==> src/rtl/axis_video_pattern_src_pkg.sv <==
// Shared types and constants for the AXI4-Stream video test-pattern source.
package axis_video_pattern_src_pkg;

  typedef enum logic [1:0] {
    PatSolid = 2'd0,
    PatBars  = 2'd1,
    PatCheck = 2'd2,
    PatGrad  = 2'd3
  } pat_mode_e;

  typedef enum logic {
    StIdle   = 1'b0,
    StStream = 1'b1
  } state_e;

  // Per-bar {R,G,B} on/off; entry 0 is the leftmost bar (white) through 7 (black).
  localparam logic [7:0][2:0] BarTable = {
    3'b000, 3'b001, 3'b100, 3'b101, 3'b010, 3'b011, 3'b110, 3'b111
  };

endpackage

==> src/rtl/axis_video_pattern_src_if.sv <==
// AXI4-Stream video bus: pixel data plus start-of-frame (tuser) and end-of-line (tlast).
interface axis_video_pattern_src_if #(
  parameter int unsigned DATA_W = 24
) ();
  logic [DATA_W-1:0] tdata;
  logic              tvalid;
  logic              tuser;
  logic              tlast;
  logic              tready;

  modport master (output tdata, output tvalid, output tuser, output tlast, input tready);
  modport slave  (input tdata, input tvalid, input tuser, input tlast, output tready);
endinterface

==> src/rtl/axis_video_pattern_src_pixel.sv <==
// Combinational pixel generator: maps (x, y, mode, expanded fill) to one {R,G,B} pixel.
module axis_video_pattern_src_pixel
  import axis_video_pattern_src_pkg::*;
#(
  parameter int unsigned H_ACTIVE   = 640,
  parameter int unsigned COMP_W     = 8,
  parameter int unsigned CHECK_LOG2 = 5,
  parameter int unsigned XW         = 10,
  parameter int unsigned YW         = 9
) (
  input  logic [XW-1:0]       x_i,
  input  logic [YW-1:0]       y_i,
  input  pat_mode_e           mode_i,
  input  logic [3*COMP_W-1:0] fill_i,
  output logic [3*COMP_W-1:0] pixel_o
);
  localparam int unsigned BarW = H_ACTIVE / 8;
  localparam int unsigned SumW = ((XW > YW) ? XW : YW) + 1;

  logic [31:0]     x_ext, y_ext, bar_idx;
  logic [2:0]      bar_sel, bar_rgb;
  logic            chk_on;
  logic [SumW-1:0] sum;

  always_comb begin
    x_ext   = 32'(x_i);
    y_ext   = 32'(y_i);
    bar_idx = x_ext / BarW;
    // Saturate so a width not divisible by 8 folds its remainder into the last bar.
    bar_sel = (bar_idx > 32'd7) ? 3'd7 : bar_idx[2:0];
    bar_rgb = BarTable[bar_sel];
    chk_on  = |(((x_ext ^ y_ext) >> CHECK_LOG2) & 32'd1);
    sum     = SumW'(x_i) + SumW'(y_i);

    pixel_o = '0;
    unique case (mode_i)
      PatSolid: pixel_o = fill_i;
      PatBars:  pixel_o = {{COMP_W{bar_rgb[2]}}, {COMP_W{bar_rgb[1]}}, {COMP_W{bar_rgb[0]}}};
      PatCheck: pixel_o = chk_on ? fill_i : '0;
      PatGrad:  pixel_o = {COMP_W'(x_i), COMP_W'(y_i), COMP_W'(sum)};
      default:  pixel_o = '0;
    endcase
  end

endmodule

==> src/rtl/axis_video_pattern_src.sv <==
// AXI4-Stream video master producing whole frames of test pattern, started and stopped
// only at frame boundaries, with a wrapping completed-frame counter.
module axis_video_pattern_src
  import axis_video_pattern_src_pkg::*;
#(
  parameter int unsigned H_ACTIVE   = 640,
  parameter int unsigned V_ACTIVE   = 480,
  parameter int unsigned COMP_W     = 8,
  parameter int unsigned FILL_W     = 4,
  parameter int unsigned CHECK_LOG2 = 5,
  parameter int unsigned FCNT_W     = 16
) (
  input  logic                  pixel_clk,
  input  logic                  aresetn,
  input  logic                  enable,
  input  logic [1:0]            mode,
  input  logic [3*FILL_W-1:0]   fill_color,
  output logic                  busy,
  output logic [FCNT_W-1:0]     frame_count,
  axis_video_pattern_src_if.master axis
);
  localparam int unsigned XW    = $clog2(H_ACTIVE);
  localparam int unsigned YW    = $clog2(V_ACTIVE);
  localparam int unsigned DataW = 3 * COMP_W;

  state_e            state_q, state_d;
  logic [XW-1:0]     x_q, x_d;
  logic [YW-1:0]     y_q, y_d;
  pat_mode_e         mode_q, mode_d;
  logic [DataW-1:0]  fill_q, fill_d, fill_exp, pixel, tdata_q, tdata_d;
  logic              tvalid_q, tvalid_d, tuser_q, tuser_d, tlast_q, tlast_d;
  logic [FCNT_W-1:0] fcnt_q, fcnt_d;
  logic              load, last_x, last_y;

  // Replicate each fill component MSB-first up to COMP_W bits.
  always_comb begin
    fill_exp = '0;
    for (int c = 0; c < 3; c++) begin
      for (int i = 0; i < int'(COMP_W); i++) begin
        fill_exp[c*COMP_W + COMP_W - 1 - i] = fill_color[c*FILL_W + FILL_W - 1 - (i % FILL_W)];
      end
    end
  end

  always_comb begin
    state_d  = state_q;
    x_d      = x_q;
    y_d      = y_q;
    mode_d   = mode_q;
    fill_d   = fill_q;
    tvalid_d = tvalid_q;
    tuser_d  = tuser_q;
    tlast_d  = tlast_q;
    fcnt_d   = fcnt_q;
    load     = 1'b0;
    last_x   = (x_q == XW'(H_ACTIVE - 1));
    last_y   = (y_q == YW'(V_ACTIVE - 1));

    unique case (state_q)
      StIdle: begin
        if (enable) begin
          state_d  = StStream;
          x_d      = '0;
          y_d      = '0;
          mode_d   = pat_mode_e'(mode);
          fill_d   = fill_exp;
          tvalid_d = 1'b1;
          tuser_d  = 1'b1;
          tlast_d  = 1'b0;
          load     = 1'b1;
        end
      end
      StStream: begin
        if (tvalid_q && axis.tready) begin
          if (last_x && last_y) begin
            fcnt_d = fcnt_q + FCNT_W'(1);
            if (enable) begin
              x_d     = '0;
              y_d     = '0;
              mode_d  = pat_mode_e'(mode);
              fill_d  = fill_exp;
              tuser_d = 1'b1;
              tlast_d = 1'b0;
              load    = 1'b1;
            end else begin
              state_d  = StIdle;
              tvalid_d = 1'b0;
              tuser_d  = 1'b0;
              tlast_d  = 1'b0;
            end
          end else begin
            x_d     = last_x ? '0 : x_q + XW'(1);
            y_d     = last_x ? y_q + YW'(1) : y_q;
            tuser_d = 1'b0;
            tlast_d = (x_q == XW'(H_ACTIVE - 2));
            load    = 1'b1;
          end
        end
      end
      default: state_d = StIdle;
    endcase
  end

  axis_video_pattern_src_pixel #(
    .H_ACTIVE  (H_ACTIVE),
    .COMP_W    (COMP_W),
    .CHECK_LOG2(CHECK_LOG2),
    .XW        (XW),
    .YW        (YW)
  ) u_pixel (
    .x_i    (x_d),
    .y_i    (y_d),
    .mode_i (mode_d),
    .fill_i (fill_d),
    .pixel_o(pixel)
  );

  assign tdata_d = load ? pixel : tdata_q;

  always_ff @(posedge pixel_clk) begin
    if (!aresetn) begin
      state_q  <= StIdle;
      x_q      <= '0;
      y_q      <= '0;
      mode_q   <= PatSolid;
      fill_q   <= '0;
      tdata_q  <= '0;
      tvalid_q <= 1'b0;
      tuser_q  <= 1'b0;
      tlast_q  <= 1'b0;
      fcnt_q   <= '0;
    end else begin
      state_q  <= state_d;
      x_q      <= x_d;
      y_q      <= y_d;
      mode_q   <= mode_d;
      fill_q   <= fill_d;
      tdata_q  <= tdata_d;
      tvalid_q <= tvalid_d;
      tuser_q  <= tuser_d;
      tlast_q  <= tlast_d;
      fcnt_q   <= fcnt_d;
    end
  end

  assign axis.tdata  = tdata_q;
  assign axis.tvalid = tvalid_q;
  assign axis.tuser  = tuser_q;
  assign axis.tlast  = tlast_q;
  assign busy        = (state_q == StStream);
  assign frame_count = fcnt_q;

endmodule

==> src/flat_wrapper.sv <==
// flat-port wrapper written by rule: the top's interface ports become plain ports
module axis_video_pattern_src_flat import axis_video_pattern_src_pkg::*;
#(
  parameter int unsigned H_ACTIVE   = 640,
  parameter int unsigned V_ACTIVE   = 480,
  parameter int unsigned COMP_W     = 8,
  parameter int unsigned FILL_W     = 4,
  parameter int unsigned CHECK_LOG2 = 5,
  parameter int unsigned FCNT_W     = 16
)
  (pixel_clk, aresetn, enable, mode, fill_color, busy, frame_count, axis_tdata, axis_tvalid, axis_tuser, axis_tlast, axis_tready);
  axis_video_pattern_src_if #(.DATA_W(24)) axis_i ();
  input  logic pixel_clk;
  input  logic aresetn;
  input  logic enable;
  input  logic [1:0] mode;
  input  logic [3*FILL_W-1:0] fill_color;
  output logic busy;
  output logic [FCNT_W-1:0] frame_count;
  output wire logic [$bits(axis_i.tdata)-1:0] axis_tdata;
  output wire logic [$bits(axis_i.tvalid)-1:0] axis_tvalid;
  output wire logic [$bits(axis_i.tuser)-1:0] axis_tuser;
  output wire logic [$bits(axis_i.tlast)-1:0] axis_tlast;
  input wire logic [$bits(axis_i.tready)-1:0] axis_tready;
  assign axis_tdata = axis_i.tdata;
  assign axis_tvalid = axis_i.tvalid;
  assign axis_tuser = axis_i.tuser;
  assign axis_tlast = axis_i.tlast;
  assign axis_i.tready = axis_tready;
  axis_video_pattern_src #(.H_ACTIVE(H_ACTIVE), .V_ACTIVE(V_ACTIVE), .COMP_W(COMP_W), .FILL_W(FILL_W), .CHECK_LOG2(CHECK_LOG2), .FCNT_W(FCNT_W)) u_core (.pixel_clk(pixel_clk), .aresetn(aresetn), .enable(enable), .mode(mode), .fill_color(fill_color), .busy(busy), .frame_count(frame_count), .axis(axis_i));
endmodule
==> config.mk <==
export PLATFORM = sky130hd
export DESIGN_NAME = axis_video_pattern_src_flat
export DESIGN_NICKNAME = d
export VERILOG_FILES = /design/src/rtl/axis_video_pattern_src_pkg.sv /design/src/rtl/axis_video_pattern_src_if.sv /design/src/rtl/axis_video_pattern_src_pixel.sv /design/src/rtl/axis_video_pattern_src.sv /design/src/flat_wrapper.sv
export SDC_FILE = /design/constraint.sdc
export NUM_CORES = 1
export LEC_CHECK = 0
export CORE_UTILIZATION = 51
export DETAILED_ROUTE_END_ITERATION = 16
export HOLD_SLACK_MARGIN = 0.02
export PLACE_DENSITY = 0.76
export SYNTH_ARGS = -nofsm -noshare
export SYNTH_HDL_FRONTEND = slang
export SYNTH_HIERARCHICAL = 1
export SYNTH_SLANG_ARGS = --single-unit
==> constraint.sdc <==
create_clock -name pixel_clk -period 3.7 [get_ports pixel_clk]
set_input_delay 0.37 -clock pixel_clk [delete_from_list [all_inputs] [get_ports pixel_clk]]
set_output_delay 0.37 -clock pixel_clk [all_outputs]
set_load 0.02 [all_outputs]
* Word level (Yosys, flattened, before mapping) *
Memory sizes are Yosys's and may differ from the RTL's.
Cells that the tools add are included.

storage, ports and cells
  register bits after elaboration = 89
  bits in read-only memories = 24
  bits of input ports = 18
  output and inout port bits = 44
  logic and storage cells = 76
  memories kept = 1

cells by class
  add/sub/neg operators = 4
  divide/modulo/power cells = 1
  magnitude comparators = 2
  equality and inequality tests = 10
  mux-type cells = 40
  bitwise operators = 2
  reductions and logical operators = 6

memory list
  name             depth  width  read ports  clocked after memory_dff  wr ports  RTL line                            source
  (no name shown)  8      3      1           0                         0         axis_video_pattern_src_pixel.sv:31  bar_rgb = BarTable[bar_sel];

operator list
  operator                                                         count
  2-to-1 mux 24 bit                                                4
  case mux 24 bit (4 select lines)                                 1
  case mux 24 bit (2 select lines)                                 1
  2-to-1 mux 10 bit                                                4
  2-to-1 mux 9 bit                                                 4
  divider 10 x 7 -> 32 bit (second input constant)                 1
  greater-than comparator 32 x 3 -> 1 bit (second input constant)  1
  equality test 10 bit (second input constant)                     2
  case mux 10 bit (2 select lines)                                 1
  case mux 9 bit (2 select lines)                                  1
  adder 16 x 1 -> 16 bit (second input constant)                   1
  2-to-1 mux 1 bit                                                 13
  adder 10 x 1 -> 10 bit (second input constant)                   1
  case mux 1 bit (2 select lines)                                  5
  adder 9 x 1 -> 9 bit (second input constant)                     1
  equality test 9 bit (second input constant)                      1
  adder 8 bit                                                      1
  inequality test 2 bit (second input constant)                    4
  2-to-1 mux 2 bit                                                 3
  2-to-1 mux 3 bit                                                 2
  XOR 6 bit                                                        1
  equality test 2 bit (second input constant)                      2
  < comparator 3 x 4 -> 1 bit (second input constant)              1
  case mux 2 bit (2 select lines)                                  1
  7 further kinds                                                  8

* Longest topological paths before layout *
  depth after elaboration = 11
  gate-level depth with buffers = 18
  depth with buffers taken out = 17

* Cells and area by module *
Netlist, hierarchy kept.

by module, submodules not included
  module                        times used  cells each  area each (µm²)  sequential area each (µm²)
  axis_video_pattern_src        1           524         4357.9           1781.7
  axis_video_pattern_src_pixel  1           95          810.8            0.0

* Worst setup path after synthesis *
Ideal clock, no wire load.

  path kind = reg-to-reg
  start = register u_core.y_q[0]
  end = register u_core.tdata_q[2], in the netlist u_core/axis.tdata[2]
  library setup time = 0.074 ns
  arrival time = 3.783 ns
  required time = 3.626 ns
  path slack = -0.157 ns
  cell stages (with the launch flop) = 18
  buffers on the path = 0
  period minus slack after synthesis = 3.857 ns
  cell sequence = dfxtp_1 -> ha_1 -> and3_1 -> nand4_1 -> nor3_1 -> nor2_1 -> a31oi_1 -> nor2_1 -> inv_1 -> ha_1 -> nand3b_1 -> nand4_1 -> o2111ai_1 -> maj3_2 -> a221oi_4 -> a221o_1 -> nand2_1 -> o21ai_0

on the way
  word-level cells in the longest chain between the ends = 11
  elaborated cells between the ends (all ways) = 33
  classes of those cells = 2 x add/sub; 1 x div; 1 x order compare; 4 x eq/ne; 21 x mux; 1 x bitwise; 2 x reduce/logical; 1 x memory

RTL lines
  item                                      RTL line                            source
  start, declared                           axis_video_pattern_src.sv:28        logic [YW-1:0] y_q, y_d;
  start signal, assigned                    axis_video_pattern_src.sv:135       y_q <= y_d;
  equality test 9 bit *                     axis_video_pattern_src.sv:57        last_y = (y_q == YW'(V_ACTIVE - 1));
  logical AND 1 bit *                       axis_video_pattern_src.sv:75        if (last_x && last_y) begin
  2-to-1 mux 10 bit *                       axis_video_pattern_src.sv:75
  2-to-1 mux 10 bit *                       axis_video_pattern_src.sv:74        if (tvalid_q && axis.tready) begin
  case mux 10 bit (2 select lines) *        axis_video_pattern_src.sv:59        unique case (state_q)
  via u_core.x_d[8]                         axis_video_pattern_src.sv:27        logic [XW-1:0] x_q, x_d;
  divider 10 x 7 -> 32 bit *                axis_video_pattern_src_pixel.sv:28  bar_idx = x_ext / BarW;
  greater-than comparator 32 x 3 -> 1 bit   axis_video_pattern_src_pixel.sv:30  bar_sel = (bar_idx > 32'd7) ? 3'd7 : bar_idx[2:0];
  2-to-1 mux 3 bit *                        axis_video_pattern_src_pixel.sv:30
  memory (8 x 3 bit) *                      --
  2-to-1 mux 3 bit (implied by the code) *  axis_video_pattern_src_pixel.sv:31
  case mux 24 bit (4 select lines) *        axis_video_pattern_src_pixel.sv:36  unique case (mode_i)
  via u_core.pixel[2]                       axis_video_pattern_src.sv:30        logic [DataW-1:0] fill_q, fill_d, fill_exp, pixel, tdata_q, tdata_d;
  end signal, assigned                      axis_video_pattern_src.sv:138       tdata_q <= tdata_d;
  end, declared                             axis_video_pattern_src.sv:30

The timed path passes the listed nets; every way through them passes the cells marked *. The select of a mux whose other input is x is not followed.
A chain may end at the register's enable or synchronous reset.

* Worst setup path in the final report *
  start = register u_core.x_q[8]
  end = register u_core.tdata_q[7], in the netlist u_core/axis.tdata[7]

on the way
  elaborated cells between the ends (all ways) = 34
  classes of those cells = 2 x add/sub; 1 x div; 1 x order compare; 4 x eq/ne; 22 x mux; 1 x bitwise; 2 x reduce/logical; 1 x memory

RTL lines
  item                                                          RTL line                                                    source
  start, declared                                               axis_video_pattern_src.sv:27
  start signal, assigned                                        axis_video_pattern_src.sv:123                               x_q <= '0;
  start signal, assigned                                        axis_video_pattern_src.sv:134                               x_q <= x_d;
  equality test 10 bit *                                        axis_video_pattern_src.sv:56                                last_x = (x_q == XW'(H_ACTIVE - 1));
  2-to-1 mux 9 bit / logical AND 1 bit (equally long branches)  axis_video_pattern_src.sv:93, axis_video_pattern_src.sv:75
  2-to-1 mux 9 bit *                                            axis_video_pattern_src.sv:75
  2-to-1 mux 9 bit *                                            axis_video_pattern_src.sv:74
  case mux 9 bit (2 select lines) *                             axis_video_pattern_src.sv:59
  via u_core.y_d[2]                                             axis_video_pattern_src.sv:28
  adder 8 bit *                                                 axis_video_pattern_src_pixel.sv:33                          sum = SumW'(x_i) + SumW'(y_i);
  case mux 24 bit (4 select lines) *                            axis_video_pattern_src_pixel.sv:36
  via u_core.pixel[7]                                           axis_video_pattern_src.sv:30

Marked as above.

==> key figures <==
Status
  – Status: finished, final reports clean

Global route
  – GR Util All Layers: 28.9%
  – Grt ovf: 0
  – Largest net degree at the start of global routing: 93
  – Vias in the first global route: 4777
  – Global-route wire length before repair: 23200 um
  – Initial antenna violation count: 0

Critical path
  – Worst reg2reg startpoint: u_core/x_q[8]
  – Crit path max fanout: 7
  – Startpoint types: flip-flop
  – Crit path from: u_core/x_q[8]
  – CP arrival: 3.87 ns
  – Crit Path Category: flip-flop to flip-flop
  – Worst Path Required: 3.96 ns
  – Critical path capture point type: flip-flop

Clock network
  – Clk buf depth: 2
  – Clock Latency Late Sink: 0.37 ns
  – Clock Root Buffer: clkbuf_8
  – CTS H-tree depth: 3
  – CTS tree: yes
  – Cts bufs inserted: 9
  – Clk sinks: 89
  – Hold_buf cts: 0
  – Clock transition at path regs: 0.10 ns

Place
  – Placed cell areas: 6140 um^2
  – I/O Buffers: 61
  – DP HPWL: 10900 um
  – RD Place Congestion: 0.921
  – Placed insts: 827
  – Pre-CTS WS: -0.172 ns

Logic synthesis
  – Cell Area, Synth: 5160 um^2
  – Yosys warnings: 6
  – Mean Syn Cell Area: 8.36 um^2
  – Syn Inst Count: 618
  – Post-Syn Nets: 649

Cells and area
  – Share of cells above drive strength 1: 21.4%
  – Nets: 741
  – Design Area, Final: 6500 um^2
  – ANT cells: 0
  – Final Util: 66.5%
  – Non-Filler Instances: 848
  – Area Overhead vs Synth: 25.8%

Hold path
  – Hold crit path type: flip-flop to flip-flop
  – Hold path startpoint: u_core/fill_q[18]

Power
  – Leakage: 2.44 nW
  – P per Cell Area: 320 nW/um^2
  – Int Power: 1.49 mW
  – Peak VDD IR: 337 uV
  – Final Power: 2.08 mW
  – Comb power frac: 16.3%
  – Clock share of power: 34.7%
  – Sw Pwr: 0.591 mW
  – Flop pwr share: 49.1%
  – Sw frac: 28.4%

Die
  – Chip Height: 103 um
  – Initial Util: 52.8%
  – Ports: 62
  – Die area: 10500 um^2
  – Die width: 103 um
  – Row cnt: 36
  – Core footprint: 9770 um^2

Timing
  – Hold slack: 0.460 ns
  – Fin. Hold Viols: 0
  – Final Cycle Share: 97.7%
  – Relative slew slack: 22.9%
  – Fin. max-slew vios: 0
  – Final setup margin: 0.0845 ns
  – F_max: 277 MHz
  – Worst Tran Pin Value: 1.15 ns
  – Final setup viols: 0
  – Unrepaired setup endpoints after global routing: true
  – Clock skew: 0.0110 ns
  – Setup TNS: 0 ns
  – Fin crit period: 3.62 ns

Routing
  – First-pass DRT Iterations: 5
  – Detailed Route WL: 14800 um
  – Routed len/inst: 17.4 um
  – Vias per inst: 6.01
  – DRC: 0
  – Initial DRC count: 275
  – Routed vias: 5096
  – Antenna viol nets, final: 0

Run
  – # Max-Cap Violations: 0
-- state kept, by name, summed over array words and instances (netlist names) --
| signal | flops |
|---|---|
| u_core/x_q | 10 |
| u_core/axis.tuser | 1 |
| u_core/axis.tvalid | 1 |
| u_core/busy | 1 |
| u_core/fill_q | 24 |
| u_core/axis.tlast | 1 |
| u_core/frame_count | 16 |
| u_core/axis.tdata | 24 |
| u_core/y_q | 9 |
| u_core/mode_q | 2 |
-- metal layers --
layer / track usage, % / part of all wire, %
met5: 0 / 0
met3: 3.73 / 3.9
met4: 12.1 / 2.5
met2: 52.5 / 52
met1: 34.3 / 42
-- worst max-delay path, stage by stage, from the launching register on --
cell and delay, ns:
dfxtp_2 0.37, and4bb_2 0.36, nand4_1 0.16, buf_4 0.19, o31a_1 0.38, nand3_1 0.14, nand2_1 0.13, ha_1 0.27
a211oi_2 0.22, o21bai_1 0.13, or3_1 0.33, a31oi_2 0.23, xnor2_1 0.12, a221o_1 0.33, nand2_1 0.06, o21ai_0 0.08
-- worst paths after layout --
| check | cells after the start | to | slack [ns] |
|---|---|---|---|
| worst min register to register | 2 | u_core/fill_q[18] | 0.46 |
| worst max-delay path | 15 | u_core/axis.tdata[7] | 0.08 |
| worst max register to register | 15 | u_core/axis.tdata[7] | 0.08 |
| worst min-delay path | 2 | u_core/fill_q[18] | 0.46 |
-- cells in the final DEF, fill, tap and decap left out, types with 22 or more instances in the layout --
| cell | instances |
|---|---|
| nand2_1 | 78 |
| o21ai_0 | 64 |
| mux2_2 | 22 |
| a221o_1 | 24 |
| nand3_1 | 41 |
| clkdlybuf4s50_1 | 60 |
| dfxtp_1 | 82 |
| buf_4 | 60 |
| nand4_1 | 25 |
| a21oi_1 | 32 |
-- layout make-up --
cell class / count / area (um^2)
multi-input combinational: 475 / 3210
timing repair buffer: 122 / 1070
inverter: 13 / 48.8
fill: 852 / 3280
clock buffer: 10 / 138
clock inverter: 6 / 72.6
tap: 133 / 166
sequential: 89 / 1790
-- repair_timing --
action / in CTS / in global routing
pin swaps: 1 / 9
endpoints found under the setup margin: 16 / 17
buffers inserted: 0 / 5
resized for setup: 6 / 28
-- power groups by stage --
stage	clock [mW]	sequential, mW	combinational (mW)
final	0.721	1.02	0.338
after global routing	0.767	1.02	0.367
after CTS	0.737	1.02	0.332
after detailed placement	0	1.04	0.330
after global placement	0	1.04	0.325
after floorplan	0	1.06	0.184
Note: power is estimated with default switching activity, not from simulation.
